===== config.mk =====
export PLATFORM = sky130hd
export DESIGN_NAME = corelet_ws_ctrl
export DESIGN_NICKNAME = d
export VERILOG_FILES = /design/src/rtl/corelet_ws_ctrl.sv
export SDC_FILE = /design/constraint.sdc
export NUM_CORES = 1
export LEC_CHECK = 0
export ABC_AREA = 1
export CELL_PAD_IN_SITES_DETAIL_PLACEMENT = 1
export CELL_PAD_IN_SITES_GLOBAL_PLACEMENT = 2
export CORE_MARGIN = 1.5
export CORE_UTILIZATION = 25
export DETAILED_ROUTE_END_ITERATION = 6
export PLACE_DENSITY_LB_ADDON = 0.05
export SYNTH_ARGS = -nofsm -noshare
export SYNTH_HDL_FRONTEND = slang
export SYNTH_SLANG_ARGS = --single-unit

===== constraint.sdc =====
create_clock -name clk -period 2.2 [get_ports clk]
set_input_delay 0.33 -clock clk [delete_from_list [all_inputs] [get_ports clk]]
set_output_delay 0.33 -clock clk [all_outputs]
set_load 0.005 [all_outputs]

===== src/rtl/corelet_ws_ctrl.sv =====
// Weight-stationary sequencer: walks every kernel position through load, flush, stream and drain.
// Optional macro CTRL_SFP_ACC_EN: accumulate psums in the SFP and reuse the same nij pmem words.
module corelet_ws_ctrl #(
    parameter int row     = 8,
    parameter int col     = 8,
    parameter int nij     = 36,
    parameter int kij     = 9,
    parameter int addr_bw = 11,
    parameter int w_base  = 1024
) (
    input  logic               clk,
    input  logic               reset,
    input  logic               start,
    input  logic               ofifo_valid,
    output logic [34:0]        inst,
    output logic               xmem_cen,
    output logic [addr_bw-1:0] xmem_addr,
    output logic               pmem_cen,
    output logic               pmem_wen,
    output logic [addr_bw-1:0] pmem_addr,
    output logic               busy,
    output logic               done
);
    localparam int KW    = (kij > 1) ? $clog2(kij) : 1;
    localparam int I_MAX = (row + col > nij) ? row + col : nij;
    localparam int IW    = $clog2(I_MAX + 1);

    localparam logic [KW-1:0] K_LAST     = KW'(kij - 1);
    localparam logic [IW-1:0] COL_LAST   = IW'(col - 1);
    localparam logic [IW-1:0] FLUSH_LAST = IW'(row + col - 1);
    localparam logic [IW-1:0] NIJ_LAST   = IW'(nij - 1);
    localparam logic [IW-1:0] NIJ_CNT    = IW'(nij);

    localparam logic [2:0] S_IDLE    = 3'd0;
    localparam logic [2:0] S_W_LOAD  = 3'd1;
    localparam logic [2:0] S_W_KERN  = 3'd2;
    localparam logic [2:0] S_W_FLUSH = 3'd3;
    localparam logic [2:0] S_A_LOAD  = 3'd4;
    localparam logic [2:0] S_A_EXEC  = 3'd5;
    localparam logic [2:0] S_DRAIN   = 3'd6;
    localparam logic [2:0] S_DONE    = 3'd7;

    logic [2:0]         state, nstate;
    logic [KW-1:0]      k, nk;
    logic [IW-1:0]      i, ni, widx;
    logic               wr;
    logic [34:0]        inst_n;
    logic               xcen_n, pcen_n, busy_n, done_n;
    logic [addr_bw-1:0] xaddr_n, paddr_n;

    // state/counters describe the cycle the registered outputs are presenting;
    // in DRAIN, i counts pmem writes already issued for this kernel position
    always_comb begin
        nstate = state;
        nk     = k;
        ni     = i + 1'b1;
        wr     = 1'b0;
        case (state)
            S_IDLE: begin
                nk = '0;
                ni = '0;
                if (start) nstate = S_W_LOAD;
            end
            S_W_LOAD:  if (i == COL_LAST)   begin nstate = S_W_KERN;  ni = '0; end
            S_W_KERN:  if (i == COL_LAST)   begin nstate = S_W_FLUSH; ni = '0; end
            S_W_FLUSH: if (i == FLUSH_LAST) begin nstate = S_A_LOAD;  ni = '0; end
            S_A_LOAD:  if (i == NIJ_LAST)   begin nstate = S_A_EXEC;  ni = '0; end
            S_A_EXEC: begin
                if (i == NIJ_LAST) begin
                    nstate = S_DRAIN;
                    wr     = ofifo_valid;
                    ni     = IW'(ofifo_valid);
                end
            end
            S_DRAIN: begin
                if (i == NIJ_CNT) begin
                    ni = '0;
                    if (k == K_LAST) begin
                        nstate = S_DONE;
                    end else begin
                        nstate = S_W_LOAD;
                        nk     = k + 1'b1;
                    end
                end else begin
                    wr = ofifo_valid;
                    ni = i + IW'(ofifo_valid);
                end
            end
            default: begin
                nstate = S_IDLE;
                nk     = '0;
                ni     = '0;
            end
        endcase
    end

    assign widx = (state == S_DRAIN) ? i : '0;

    always_comb begin
        inst_n  = '0;
        xcen_n  = 1'b1;
        xaddr_n = '0;
        pcen_n  = 1'b1;
        paddr_n = '0;
        case (nstate)
            S_W_LOAD: begin
                xcen_n  = 1'b0;
                xaddr_n = addr_bw'(w_base + int'(nk) * col + int'(ni));
            end
            S_W_KERN: begin
                inst_n[3] = 1'b1;
                inst_n[0] = 1'b1;
            end
            S_A_LOAD: begin
                xcen_n  = 1'b0;
                xaddr_n = addr_bw'(ni);
            end
            S_A_EXEC: begin
                inst_n[3] = 1'b1;
                inst_n[1] = 1'b1;
            end
            S_DRAIN: begin
                inst_n[6] = wr;
                pcen_n    = ~wr;
`ifdef CTRL_SFP_ACC_EN
                inst_n[33] = wr && (k != '0);
                paddr_n    = addr_bw'(widx);
`else
                paddr_n    = addr_bw'(int'(k) * nij + int'(widx));
`endif
            end
            default: ;
        endcase
        // xmem data arrives one cycle after the read, so the L0 write trails it
        inst_n[2] = ~xmem_cen;
        busy_n    = (nstate != S_IDLE) && (nstate != S_DONE);
        done_n    = (nstate == S_DONE);
    end

    always_ff @(posedge clk) begin
        if (reset) begin
            state     <= S_IDLE;
            k         <= '0;
            i         <= '0;
            inst      <= '0;
            xmem_cen  <= 1'b1;
            xmem_addr <= '0;
            pmem_cen  <= 1'b1;
            pmem_wen  <= 1'b1;
            pmem_addr <= '0;
            busy      <= 1'b0;
            done      <= 1'b0;
        end else begin
            state     <= nstate;
            k         <= nk;
            i         <= ni;
            inst      <= inst_n;
            xmem_cen  <= xcen_n;
            xmem_addr <= xaddr_n;
            pmem_cen  <= pcen_n;
            pmem_wen  <= pcen_n;
            pmem_addr <= paddr_n;
            busy      <= busy_n;
            done      <= done_n;
        end
    end
endmodule


Yosys cells after proc, flatten, opt, wreduce, memory -nomap -nowiden
Cells that the tools add are included.

Flip-flop bits (word level): 74. Output and inout bits: 62.

Add/sub/neg operators: 6. Multiply operators: 1. Eq/ne operators: 18. Multiplexer cells: 27. Bitwise logic cells: 3. Reduce and logical (&&, ||, !) cells: 8.

Operators by type and width (number): 2-to-1 mux 6 bit (6); one-hot mux 6 bit (5 select lines) (1); 2-to-1 mux 3 bit (8); one-hot mux 11 bit (2 select lines) (1); equality test 3 bit, second input constant (7); one-hot mux 3 bit (7 select lines) (1); equality test 6 bit, second input constant (2); adder 10 x 6 -> 11 bit (1); adder 11 x 6 -> 11 bit (1); adder 11 x 7 -> 11 bit, first input constant (1); equality test 3 x 2 -> 1 bit, second input constant (3); multiplier 4 x 4 -> 8 bit, second input constant (1); 2-to-1 mux 4 bit (2); one-hot mux 4 bit (2 select lines) (1); OR reduction 2 bit (4); adder 6 x 1 -> 6 bit (1); adder 6 x 1 -> 6 bit, second input constant (1); equality test 3 x 1 -> 1 bit, second input constant (2); equality test 6 x 3 -> 1 bit, second input constant (1); equality test 6 x 4 -> 1 bit, second input constant (1); 2-to-1 mux 1 bit (6); OR reduction 5 bit (1); adder 4 x 1 -> 4 bit, second input constant (1); equality test 4 bit, second input constant (1); 6 further kinds (8).

Longest topological paths before layout
Depth after elaboration: 7. Mapped depth: 18. Mapped depth without buffers: 18.

Least setup slack after synthesis
OpenSTA, ideal clock, no wires.

Path type: register to register. Start: register i[1]. End: register xmem_addr[5]. Library setup time: 0.111 ns. Data arrival time: 2.256 ns. Data required time: 2.089 ns. Setup slack: -0.167 ns. Cell stages (with the launch flop): 16. Path buffers: 0. Clock period less this slack: 2.367 ns. Cell sequence: dfxtp_1 > ha_1 > nand3_1 > nor2_2 > inv_1 > o21ai_0 > nand3_1 > inv_1 > o21ai_0 > ha_1 > fa_1 > xor2_1 > nand4_1 > nand2_1 > inv_1 > nor2_2.

Elaborated cells on any way between the ends: 26.

RTL lines: start: declaration (line 45) `logic [IW-1:0] i, ni, widx;`; start signal: assignment (line 156) `i <= ni;`; adder 6 x 1 -> 6 bit (tied with other cells) (line 86) `ni = i + IW'(ofifo_valid);`; 2-to-1 mux 6 bit (on tied branches); one-hot mux 6 bit (5 select lines) (*) (line 58) `case (state)`; via ni[3] (line 45); adder 11 x 6 -> 11 bit (*) (line 108) `xaddr_n = addr_bw'(w_base + int'(nk) * col + int'(ni));`; one-hot mux 11 bit (2 select lines) (*) (line 105) `case (nstate)`; end signal: assignment (line 159) `xmem_addr <= xaddr_n;`; end: declaration (line 17) `output logic [addr_bw-1:0] xmem_addr,`.

Mark *: on every way through the listed nets, which the timed path passes. The rest lies on a longest branch. A chain may end at the register's enable or synchronous reset.

Worst setup path after layout
Start: register i[0]. End: register xmem_addr[4].

Elaborated cells on any way between the ends: 26.

RTL lines (line): adder 6 x 1 -> 6 bit (tied with other cells) (86); 2-to-1 mux 6 bit (on tied branches); one-hot mux 6 bit (5 select lines) (*) (58); via ni[4] (45); adder 11 x 6 -> 11 bit (108); one-hot mux 11 bit (2 select lines) (*) (105).

Marks and branches as above.

==> qor.csv <==
stage,metric,value,unit
sta,post-route setup TNS,-0.0893,ns
clock_tree,total CTS buffers,5,
floorplanning,chip width,107,um
synth,Post-synth ARST share,0,
clock_tree,H-tree Lvls,2,
pwr,LEAKAGE,1.82,nW
layout,"commonest non-fill, non-tap cell in the layout",buf_4,
critical_path,cells on worst reg2reg path,12,
synth,post-synth design cell area,2700,sq um
clock_tree,CTS clock-pin slew for the worst setup and hold paths,0.09,ns
worst_hold_path,hold-critical path depth,1,
grt,met3 usage,0.0231,
layout,most frequent cells in the layout,"77 x buf_4, 39 x inv_1, 38 x nand2_1",
place,DP Cell Count,566,
synth,synthesized instance count,342,
sta,clk_skew,0.0106,ns
synth,warning count from the yosys run,0,
critical_path,Max Fanout on Critical Path,3,
critical_path,CP Launch Type,flip-flop,
route,drt drc,0,
floorplanning,std cell rows,37,
sta,Final Max Slew Viols,0,
grt,remaining global-route overflow,0,
sta,minimum hold slack,0.418,ns
synth,syn avg cell area,7.88,sq um
sta,period utilization,1.02,
layout,Area Growth Syn to Fin,49.4,%
clock_tree,# hold bufs at CTS,0,
route,drt wl/cell,12.3,um
floorplanning,Initial Utilization,0.259,
pwr,Comb pwr share,0.094,
clock_tree,CTS tree,done,
grt,vias in the first global route,2352,
worst_hold_path,beginning of the worst hold path,xmem_cen$_SDFF_PP1_,
critical_path,FF-to-FF Start,i[0]$_SDFF_PP0_,
grt,first-pass GRT wire length,11.7,mm
grt,grt met1 use,0.183,
sta,final setup fails,2,
route,WL final,7.31,mm
place,GPL Wtd Cong,0.775,
layout,Sequential Area,857,sq um
grt,pin count of the biggest net entering global routing,14,
floorplanning,Core Area,10400,sq um
synth,register area share after synthesis,0.312,
clock_tree,clock sinks,42,
place,Detail Placement HPWL,5.90,mm
layout,Multi-input gate area,1720,sq um
layout,ANT cells,0,
floorplanning,die height,107,um
layout,"non-filler cells, final",594,
critical_path,r2r setup slk,-0.05,ns
grt,initial antenna violation count,0,
critical_path,CP arrival,2.50,ns
synth,Unique masters post-synth,43,
grt,Tot GR Track Use,0.132,
pwr,Switching Power,387,uW
sta,max frequency,444,MHz
sta,Setup WS post-layout,-0.0498,ns
critical_path,FF-to-FF End,xmem_addr[4]$_SDFF_PP0_,
pwr,Reg power frac,0.499,
synth,"EDFF count, synth",0,
critical_path,WP data required,2.45,ns
floorplanning,Die ar.,11400,sq um
grt,met2 usage,0.216,
critical_path,Critical Path End Type,flip-flop,
route,Pre-antenna DRT Iters,4,
route,"antenna viol nets, final",0,
clock_tree,CTS Root Cell,clkbuf_8,
clock_tree,Worst-Skew Late Latency,0.30,ns
layout,Nets,479,
route,First DRT Iteration DRCs,30,
pwr,VDD IR-drop max,0.000218,V
clock_tree,clk buf depth,2,
synth,post-synthesis register bit count,42,
grt,GR peak layer,met2,
run_status,violated checks,negative setup slack,
layout,fill count,1264,
pwr,clock share of power,0.407,
run,max cap viols,0,
route,routed vias,2351,
synth,dominant synthesized flop cell,dfxtp_1,
critical_path,Worst Setup Path Type,reg2reg,
worst_hold_path,Hold WC Path Type,reg2reg,
pwr,internal power,1.17,mW
worst_hold_path,Worst Hold End,inst[2]$_SDFF_PP0_,
sta,Final Critical Period,2.25,ns
run_status,status,"finished, violations left",
pwr,switching part of the total,0.249,
place,port buffer count,33,
route,Via density,3.96,
sta,RSZ-0062 raised after global routing,true,
layout,share of cells above drive strength 1,0.404,
sta,final hold violations,0,
pwr,pwr dens,385,nW/um^2
floorplanning,I/O Pins,66,
[per-stage QoR]
stage	instance area [sq um]	power, mW	util	worst slack [ns]
after floorplan	2840	0.914	-	0.00219
after global placement	3520	0.930	0.338	-0.377
after detailed placement	3520	0.930	0.338	-0.416
after CTS	3850	1.59	0.370	-0.0605
after global routing	4030	1.64	0.387	-0.215
final	4030	1.55	0.387	-0.0498
[worst max-delay path by stage]
stage	startpoint	end	slack [ns]	cells after the start
2_1_floorplan	i[0]$_SDFF_PP0_	xmem_addr[5]$_SDFF_PP0_	0.002	16
3_3_place_gp	ofifo_valid	xmem_addr[4]$_SDFF_PP0_	-0.38	12
4_1_cts	i[1]$_SDFF_PP0_	xmem_addr[5]$_SDFF_PP0_	-0.06	15
5_1_grt	i[1]$_SDFF_PP0_	xmem_addr[5]$_SDFF_PP0_	-0.22	16
6_report	i[0]$_SDFF_PP0_	xmem_addr[4]$_SDFF_PP0_	-0.05	12
3_5_place_dp	ofifo_valid	xmem_addr[5]$_SDFF_PP0_	-0.42	13
[routing by layer]
layer  routed length [um]  part of all wire
met1                 3670              0.50
met5                    0                 0
met2                 3370              0.46
met3                  216             0.030
met4                   58            0.0079
[kinds of logic (layout without fill, tap and decap cells)]
family          after synthesis  after routing  synth area share
other cells                   1             32           0.00139
buf+inv                      92            177             0.182
simple gates                151            151             0.314
xor+xnor                     14             14            0.0455
fa+ha+maj                    18             18            0.0891
flops                        42             42             0.312
compound gates               24             24            0.0557
[power by group through the flow]
stage | combinational [mW] | sequential, mW | clock (mW)
6_report | 0.145 | 0.775 | 0.632
5_1_grt | 0.162 | 0.776 | 0.705
4_1_cts | 0.143 | 0.774 | 0.671
3_5_place_dp | 0.136 | 0.794 | 0
3_3_place_gp | 0.136 | 0.794 | 0
2_1_floorplan | 0.120 | 0.794 | 0
[critical path, cell delays in order, from the launching register on]
cell	delay [ns]
dfxtp_4	0.38
buf_4	0.15
ha_4	0.16
ha_4	0.15
nand3_2	0.07
xor2_1	0.18
o22ai_2	0.12
buf_6	0.14
fa_2	0.55
nand4_1	0.09
nand2_1	0.11
inv_2	0.04
nor2_2	0.06
[sequential cells by signal, summed over array words and instances, names as in the netlist]
signal and cells:
i 6, inst 5, state 3, k 4, pmem_wen 1, xmem_addr 9
done 1, busy 1, xmem_cen 1, pmem_addr 11
[final cells by class]
class / count / area share
Timing Repair Buffer: 113 / 0.236
Sequential cell: 42 / 0.213
Inverter: 56 / 0.0553
Clock inverter: 2 / 0.00932
Clock buffer: 6 / 0.0180
Multi-Input combinational cell: 239 / 0.427
Tap cell: 136 / 0.0422
[synth_stat cells (3+ instances only)]
cell     instances  area [sq um]
nor3_1           4          20.0
nor2_4           6          67.6
o21ai_0          6          30.0
ha_1            16           200
or2_2            3          18.8
nor2_1          43           161
inv_2            6          22.5
nand4_1          5          31.3
nand2_1         45           169
buf_4           33           248
nand3_1         17          85.1
xor2_1          12           105
inv_1           47           176
a21oi_1          8          40.0
nand3_2          4          40.0
nand2_4          8          90.1
nor2_2           4          25.0
dfxtp_1         42           841
[repair_timing]
item / CTS / global route
gates resized for setup: 35 / 34
buffers inserted: 11 / 9
pin swaps: 19 / 14
endpoints found under the setup margin: 8 / 10
Note: power is estimated with default switching activity, not from simulation.
